[config.mk]
export PLATFORM = sky130hd
export DESIGN_NAME = sp_ram_arbiter
export DESIGN_NICKNAME = d
export VERILOG_FILES = /design/src/rtl/sp_ram_arbiter.sv
export SDC_FILE = /design/constraint.sdc
export NUM_CORES = 1
export LEC_CHECK = 0
export CORE_AREA = 2 2 100 102
export DETAILED_ROUTE_END_ITERATION = 16
export DIE_AREA = 0 0 102 104
export GPL_TIMING_DRIVEN = 0
export PLACE_DENSITY_LB_ADDON = 0.12
export RECOVER_POWER = 25
export REMOVE_ABC_BUFFERS = 1
export SETUP_SLACK_MARGIN = 0.5
export SLEW_MARGIN = 10
export SYNTH_ARGS = -nofsm -noshare
export SYNTH_HDL_FRONTEND = slang
export SYNTH_SLANG_ARGS = --single-unit
[constraint.sdc]
create_clock -name clk -period 1.6 [get_ports clk]
set_input_delay 0.4 -clock clk [delete_from_list [all_inputs] [get_ports clk]]
set_output_delay 0.4 -clock clk [all_outputs]
set_load 0.005 [all_outputs]
[src/rtl/sp_ram_arbiter.sv]
// sp_ram_arbiter: two-master arbiter in front of a single-port synchronous RAM.
//
// Purpose:
//   m0 (instruction side) and m1 (data side) share one RAM port. The grant is
//   decided combinationally in the request cycle. When both masters request,
//   a one-bit priority register picks the winner and then flips to the loser,
//   so the two masters alternate under continuous contention. Every grant
//   gives exactly one response one cycle later, and that response goes to the
//   master that was granted.
//
// Ports:
//   clk, rst_i                    clock; synchronous active-high reset
//   mN_req_i / mN_gnt_o           master N request / accepted this cycle
//   mN_addr_i, mN_we_i,           master N byte address, write flag,
//   mN_be_i, mN_wdata_i           byte enables, write data
//   mN_rvalid_o, mN_rdata_o       master N response valid / read data
//   ram_en_o, ram_addr_o,         RAM enable, address,
//   ram_we_o, ram_be_o,           write enable, byte enables,
//   ram_wdata_o                   write data (all from the granted master)
//   ram_rdata_i                   RAM read data, valid one cycle after ram_en_o
module sp_ram_arbiter #(
    parameter int unsigned ADDR_WIDTH = 15,
    parameter int unsigned DATA_WIDTH = 32
) (
    input  logic                    clk,
    input  logic                    rst_i,

    input  logic                    m0_req_i,
    output logic                    m0_gnt_o,
    input  logic [ADDR_WIDTH-1:0]   m0_addr_i,
    input  logic                    m0_we_i,
    input  logic [DATA_WIDTH/8-1:0] m0_be_i,
    input  logic [DATA_WIDTH-1:0]   m0_wdata_i,
    output logic                    m0_rvalid_o,
    output logic [DATA_WIDTH-1:0]   m0_rdata_o,

    input  logic                    m1_req_i,
    output logic                    m1_gnt_o,
    input  logic [ADDR_WIDTH-1:0]   m1_addr_i,
    input  logic                    m1_we_i,
    input  logic [DATA_WIDTH/8-1:0] m1_be_i,
    input  logic [DATA_WIDTH-1:0]   m1_wdata_i,
    output logic                    m1_rvalid_o,
    output logic [DATA_WIDTH-1:0]   m1_rdata_o,

    output logic                    ram_en_o,
    output logic [ADDR_WIDTH-1:0]   ram_addr_o,
    output logic                    ram_we_o,
    output logic [DATA_WIDTH/8-1:0] ram_be_o,
    output logic [DATA_WIDTH-1:0]   ram_wdata_o,
    input  logic [DATA_WIDTH-1:0]   ram_rdata_i
);

    logic prio_q, prio_d;    // index of the master that wins the next contended cycle
    logic valid_q, valid_d;  // a response is due this cycle
    logic owner_q, owner_d;  // master that the due response belongs to
    logic gnt0, gnt1;
    logic contended;

    // Grant and next-state logic. Reset blocks all grants combinationally.
    always_comb begin
        contended = m0_req_i & m1_req_i;
        gnt0      = ~rst_i & m0_req_i & (~m1_req_i | ~prio_q);
        gnt1      = ~rst_i & m1_req_i & (~m0_req_i |  prio_q);

        valid_d = gnt0 | gnt1;

        owner_d = owner_q;
        if (gnt1) begin
            owner_d = 1'b1;
        end else if (gnt0) begin
            owner_d = 1'b0;
        end

        // On contention the loser gets priority next time: m0 winning means m1 is next.
        prio_d = prio_q;
        if (contended && !rst_i) begin
            prio_d = gnt0;
        end
    end

    // RAM request mux from the granted master.
    always_comb begin
        m0_gnt_o = gnt0;
        m1_gnt_o = gnt1;
        ram_en_o = gnt0 | gnt1;
        if (gnt1) begin
            ram_addr_o  = m1_addr_i;
            ram_we_o    = m1_we_i;
            ram_be_o    = m1_be_i;
            ram_wdata_o = m1_wdata_i;
        end else begin
            ram_addr_o  = m0_addr_i;
            ram_we_o    = m0_we_i & gnt0;
            ram_be_o    = m0_be_i;
            ram_wdata_o = m0_wdata_i;
        end
    end

    // Responses: rdata is passed straight through; rvalid selects the owner.
    // A reset in the response cycle discards that response.
    always_comb begin
        m0_rvalid_o = valid_q & ~owner_q & ~rst_i;
        m1_rvalid_o = valid_q &  owner_q & ~rst_i;
        m0_rdata_o  = ram_rdata_i;
        m1_rdata_o  = ram_rdata_i;
    end

    always_ff @(posedge clk) begin
        if (rst_i) begin
            prio_q  <= 1'b0;
            valid_q <= 1'b0;
            owner_q <= 1'b0;
        end else begin
            prio_q  <= prio_d;
            valid_q <= valid_d;
            owner_q <= owner_d;
        end
    end

endmodule

==> flow_metrics.py, run 1 <==
metrics = {
    "sta": {
        "timing.final.crit_share_pct": 126,
        "slew_viol_final": 0,
        "hold_viol": 0,
        "hold_slack_ns": 0.492,
        "fmax_mhz": 496,
        "rsz0062_at_grt": "yes",
        "relSlewSlack_pct": 91.7,
        "timing.final.crit_period_ns": 2.02,
        "worst_pin_slew_ns": 0.124,
        "skew_ns": 0.00118,
        "setup_ws_ns": -0.415,
        "setup_viol_count_final": 53,
    },
    "layout": {
        "drive_gt1_share_pct": 58.5,
        "area_growth_pct": 134,
        "fin_nets": 425,
        "fillCellCount": 979,
        "insertedDiodeCount": 0,
        "stdcell_area_um2": 3450,
        "seq_area_um2": 61.3,
        "multi_input_area_um2": 976,
    },
    "placed_design": {
        "io_buffers": 164,
        "gp_congestion": 0.815,
        "place_area_um2": 2740,
        "pre_cts_ws_ns": -1.83,
        "dpl.hpwl_um": 6610,
    },
    "die": {
        "floorplan.core_area_um2": 9550,
        "start_util_pct": 15.5,
        "die_w_um": 102,
        "die-area_um2": 10600,
        "ioPinCount": 261,
        "die_h_um": 104,
        "rows": 36,
    },
    "yosys": {
        "synth_seq_cells": 3,
        "synth_top_area_share_pct": 49.8,
        "synth_most_common_cell": "buf_4",
        "synthesis.area_um2": 1480,
        "synth_top_cell_by_area": "mux2_4",
        "netlist_top_cells_area": "mux2_4 50%, buf_4 33%, dfxtp_1 4.1%",
        "avgSynthCellArea_um2": 10.3,
        "yosysSeqAreaShare_pct": 4.06,
        "yosys_warnings": 0,
        "ys_types": 17,
        "synth_commonest_cells": "64 x buf_4, 49 x mux2_4, 6 x nor2_1",
        "synth_edf_count": 0,
        "synth_flop_cell": "dfxtp_1",
        "syn_inst": 144,
        "synthArstFlopShare_pct": 0,
    },
    "power_and_ir_drop": {
        "leakage_nw": 1.67,
        "power.density_nw_per_um2": 364,
        "ir_drop_mv": 0.595,
    },
    "clocking": {
        "cts_buffers": 3,
        "clkTransAtPathRegs_ns": 0.03,
        "root_buffer": "clkbuf_8",
        "cts_tree": "built",
        "clk_latency_ns": 0.22,
        "clk_path_buf_depth": 2,
        "cts_sinks": 3,
        "htreeDepth": 1,
    },
    "worst_setup_path": {
        "max_stage_delay_ns": 0.31,
        "path_delay_family": "buffers and inverters",
        "cp-end-kind": "output port",
        "critPathSlowestCell": "dfxtp_2",
        "cp.required_ns": 1.20,
        "path_max_fanout": 5,
        "worst_setup_path_start_kind": "flop",
        "cp_cell_sequence": "nand2b_4 > buf_12 > nand3b_4 > buf_6 > buf_6 > mux2_4 > buf_6",
        "cp.arrival_ns": 1.62,
        "crit_buf_inv": 4,
        "crit_top_cell": "buf_6",
        "crit_type": "flop to output port",
        "ff2ff_setup_slack_ns": 0.56,
    },
    "global_routing": {
        "grt_first_pass_wirelength_um": 11500,
        "grt_max_degree": 10,
        "grt_pass1_vias": 1587,
        "track_usage_pct": 15.3,
        "grt_overflow": 0,
        "antenna_found_initial": 0,
    },
    "routing": {
        "via_count": 1586,
        "drtIter0Drc": 59,
        "first_pass_iters": 4,
        "wl_per_cell_um": 21.3,
        "drt-total-wl_um": 8870,
        "ant_nets": 0,
        "viasPerCell": 3.80,
        "drc": 0,
    },
    "flow_run": {
        "maxCapViolations": 0,
    },
    "worst_hold_path": {
        "worstHoldPathType": "input pin to flop",
    },
    "status": {
        "status": "finished with violations",
        "violations": "setup timing",
    },
}
[worst register-to-register path: cells and delay by family, from the launching register on]
kind	cells	cell delay, ns
flops	1	0.31
buf+inv	2	0.27
simple gates	2	0.22
compound gates	1	0.14
[logic make-up after synthesis]
| family | count (synthesis) | synth area share [%] |
|---|---|---|
| buffers and inverters | 71 | 36.9 |
| multiplexers | 51 | 51.3 |
| AND/OR/NAND/NOR | 16 | 6.44 |
| flip-flops | 3 | 4.06 |
| AO/OA/AOI/OAI | 2 | 0.677 |
| XOR/XNOR | 1 | 0.593 |
[power breakdown]
part / switching, W / internal (W) / leakage, nW / total, W
clock network: 0.0000492 / 0.000170 / 0.0228 / 0.000219
logic: 0.000251 / 0.000701 / 1.63 / 0.000952
registers: 0.00000335 / 0.0000815 / 0.0253 / 0.0000849
[repair_timing]
item | 4_1_cts | 5_1_grt
setup buffers | 35 | 3
cloned | 4 | 0
pin swaps | 4 | 4
endpoints found under the setup margin | 59 | 57
resized for setup | 339 | 5
hold buffers | 0 | 0
[per-stage QoR]
step           power, W  std cells  setup TNS (ns)  utilization (%)
2_1_floorplan  0.000328         74          -22.00                -
3_3_place_gp   0.000834        371          -98.67             28.7
3_5_place_dp   0.000832        371          -95.57             28.7
4_1_cts         0.00126        414          -18.05             35.7
5_1_grt         0.00133        417          -20.09             36.2
6_report        0.00126        417          -17.20             36.2
[worst paths after layout]
| path | cells past startpoint | to | from |
|---|---|---|---|
| setup reg to reg | 5 | owner_q | prio_q |
| hold reg to reg | 3 | prio_q | prio_q |
| hold / removal | 3 | owner_q | m1_req_i |
| setup / recovery | 7 | ram_wdata_o[28] | prio_q |
[cell type report]
cell class / instances / area share (%)
Sequential cell: 3 / 1.78
Clock buffer: 4 / 1.30
Multi-Input combinational cell: 73 / 28.3
Timing Repair Buffer: 203 / 63.7
Tap cell: 133 / 4.82
Inverter: 1 / 0.109
[flip-flops by register name (all words and copies together), names as in the netlist]
signal and count:
owner_q 1, prio_q 1, valid_q 1
[per-layer routing]
| metal | global-route usage [%] | vias up | part of all wire [%] |
|---|---|---|---|
| li1 | - | 708 | - |
| met1 | 14.9 | 693 | 32 |
| met2 | 22.7 | 179 | 43 |
| met3 | 16.9 | 4 | 24 |
| met4 | 0.571 | 2 | 0.023 |
| met5 | 6.15 | - | 0.72 |
[layout by cell type (no fill, tap or decap), types with 2 or more instances in the layout]
| master | count |
|---|---|
| clkbuf_8 | 3 |
| buf_2 | 6 |
| buf_4 | 8 |
| nor2_4 | 2 |
| clkdlybuf4s50_1 | 104 |
| buf_6 | 72 |
| mux2_4 | 51 |
| buf_8 | 2 |
| buf_12 | 10 |
| nand3b_4 | 4 |
| nor2_1 | 3 |
| nand2_1 | 3 |
| dfxtp_1 | 2 |
(Power assumes the default switching activity.)
==> run 2, diff against run 1 <==
Settings changed: ABC_CLOCK_PERIOD_IN_PS from default to 1600, CTS_BUF_LIST from default to sky130_fd_sc_hd__clkbuf_8.
==> run 2 against run 1 <==
Net effect:
- the run still ends with setup timing left
- largest cell class unchanged
- cell count stayed put
- worst setup slack better by 0.00058 ns
- non-clock buffer count is the same
- largest power group unchanged
- total power is 0.52% lower
==> flow_metrics.py, run 2 (synthesized netlist as in run 1, its figures left out) <==
metrics = {
    "status": {
        "status": "finished with violations",
        "violations": "setup timing",
    },
    "worst_setup_path": {
        "cp.arrival_ns": 1.61,
        "worst_setup_path_start_kind": "flop",
        "critPathSlowestCell": "dfxtp_2",
        "r2r-end": "owner_q",
        "r2r-start": "prio_q",
        "cp.required_ns": 1.20,
        "cp_cell_sequence": "nand2b_4 > buf_12 > nand3b_4 > buf_6 > buf_6 > mux2_4 > buf_6",
        "cp-end-kind": "output port",
        "ff2ff_path_depth": 5,
        "ff2ff_setup_slack_ns": 0.56,
        "crit_top_cell": "buf_6",
        "path_max_fanout": 5,
        "critPathCapture": "ram_wdata_o[28]",
        "max_stage_delay_ns": 0.31,
        "crit_type": "flop to output port",
        "cp-startpoint": "prio_q",
    },
    "sta": {
        "hold_viol": 0,
        "timing.final.crit_period_ns": 2.01,
        "tns_ns": -17.17,
        "fmax_mhz": 496,
        "worst_pin_slew_ns": 0.124,
        "rsz0062_at_grt": "yes",
        "slew_viol_final": 0,
        "setup_ws_ns": -0.414,
        "timing.final.crit_share_pct": 126,
        "skew_ns": 0.00129,
        "hold_slack_ns": 0.492,
        "setup_viol_count_final": 53,
        "relSlewSlack_pct": 91.7,
    },
    "die": {
        "start_util_pct": 15.5,
        "floorplan.core_area_um2": 9550,
        "die_h_um": 104,
        "die-area_um2": 10600,
        "rows": 36,
        "ioPinCount": 261,
        "die_w_um": 102,
    },
    "global_routing": {
        "track_usage_pct": 15.3,
        "antenna_found_initial": 0,
        "grt_first_pass_wirelength_um": 11500,
        "grt_max_degree": 10,
        "grt_pass1_vias": 1587,
        "grt_overflow": 0,
    },
    "layout": {
        "insertedDiodeCount": 0,
        "fillCellCount": 979,
        "final_cells": 417,
        "fin_util_pct": 36.2,
        "fin_nets": 425,
        "mostFrequentLayoutCells": "104 x clkdlybuf4s50_1, 72 x buf_6, 51 x mux2_4",
        "multi_input_area_um2": 976,
        "area_growth_pct": 134,
        "final_common_cell": "clkdlybuf4s50_1",
        "drive_gt1_share_pct": 58.5,
        "seq_area_um2": 61.3,
        "reg_top3": "owner_q: 1 flops, prio_q: 1 flops, valid_q: 1 flops",
    },
    "power_and_ir_drop": {
        "netSwitchingFraction_pct": 24.3,
        "internal_power_w": 0.000945,
        "power.density_nw_per_um2": 362,
        "leakage_nw": 1.68,
        "p_clk_share_pct": 17.0,
        "power.switching_w": 0.000304,
        "comb_power_share_pct": 76.2,
        "ir_drop_mv": 0.583,
        "pwr-share-seq_pct": 6.8,
    },
    "placed_design": {
        "io_buffers": 164,
        "gp_congestion": 0.815,
        "placed_cells": 371,
        "dpl.hpwl_um": 6610,
        "pre_cts_ws_ns": -1.83,
    },
    "routing": {
        "viasPerCell": 3.81,
        "via_count": 1587,
        "ant_nets": 0,
        "drtIter0Drc": 59,
        "first_pass_iters": 4,
        "wl_per_cell_um": 21.3,
        "drc": 0,
        "drt-total-wl_um": 8870,
    },
    "clocking": {
        "clk_latency_ns": 0.22,
        "htreeDepth": 1,
        "clkTransAtPathRegs_ns": 0.03,
        "cts_sinks": 3,
        "cts_buffers": 3,
        "cts_tree": "built",
        "root_buffer": "clkbuf_8",
        "hold_buffers": 0,
        "clk_path_buf_depth": 2,
    },
    "worst_hold_path": {
        "worstHoldPathType": "input pin to flop",
    },
    "flow_run": {
        "maxCapViolations": 0,
    },
}
==> run 2: changes by cell type in the layout (fill, tap and decap cells not counted), sizes merged <==
cell / delta
inv: +1
clkbuf: -1
==> run 2: timing repair <==
item                                   4_1_cts  5_1_grt
setup endpoints to repair                   59       57
buffers inserted                            35        3
gates resized for setup                    339        5
cloned                                       4        0
pin swaps                                    4        4
endpoints found under the hold margin        0        0
==> run 2: worst max-delay path: cells and delay by family, from the launching register on <==
| kind | cells | cell delay [ns] |
|---|---|---|
| flip-flops | 1 | 0.31 |
| buffers and inverters | 4 | 0.51 |
| AND/OR/NAND/NOR | 2 | 0.29 |
| multiplexers | 1 | 0.29 |
==> run 2: worst min path at each step <==
stage | startpoint | endpoint | slack (ns) | cells after the start
2_1_floorplan | rst_i | owner_q | 0.47 | 1
3_3_place_gp | prio_q | prio_q | 0.52 | 2
3_5_place_dp | prio_q | prio_q | 0.55 | 2
4_1_cts | m1_req_i | owner_q | 0.49 | 3
5_1_grt | m1_req_i | owner_q | 0.50 | 3
6_report | m1_req_i | owner_q | 0.49 | 3
==> run 2: power by group through the flow <==
stage / sequential (W) / clock [W] / combinational (W)
3_3_place_gp: 0.0000854 / 0 / 0.000748
2_1_floorplan: 0.0000845 / 0 / 0.000243
3_5_place_dp: 0.0000859 / 0 / 0.000746
6_report: 0.0000848 / 0.000213 / 0.000952
4_1_cts: 0.0000847 / 0.000217 / 0.000949
5_1_grt: 0.0000853 / 0.000227 / 0.00101
==> run 2: metrics by stage <==
stage	area (um^2)	power [W]
6_report	3450	0.00125
5_1_grt	3450	0.00132
4_1_cts	3410	0.00125
3_5_place_dp	2740	0.000832
3_3_place_gp	2740	0.000834
2_1_floorplan	936	0.000328
==> run 2: cell type report <==
class	instances	area share [%]
inverters	1	0.109
clock inverters	1	0.109
repair buffers	203	63.7
multi-input cells	73	28.3
flip-flops and latches	3	1.78
well taps	133	4.82
clock buffers	3	1.20
==> run 2: routing by layer <==
layer	up-vias	global-route usage (%)	wire length, um
met4	2	0.571	2
met3	4	16.9	2150
met1	694	14.9	2850
li1	708	-	-
met2	179	22.7	3810
met5	-	6.15	64
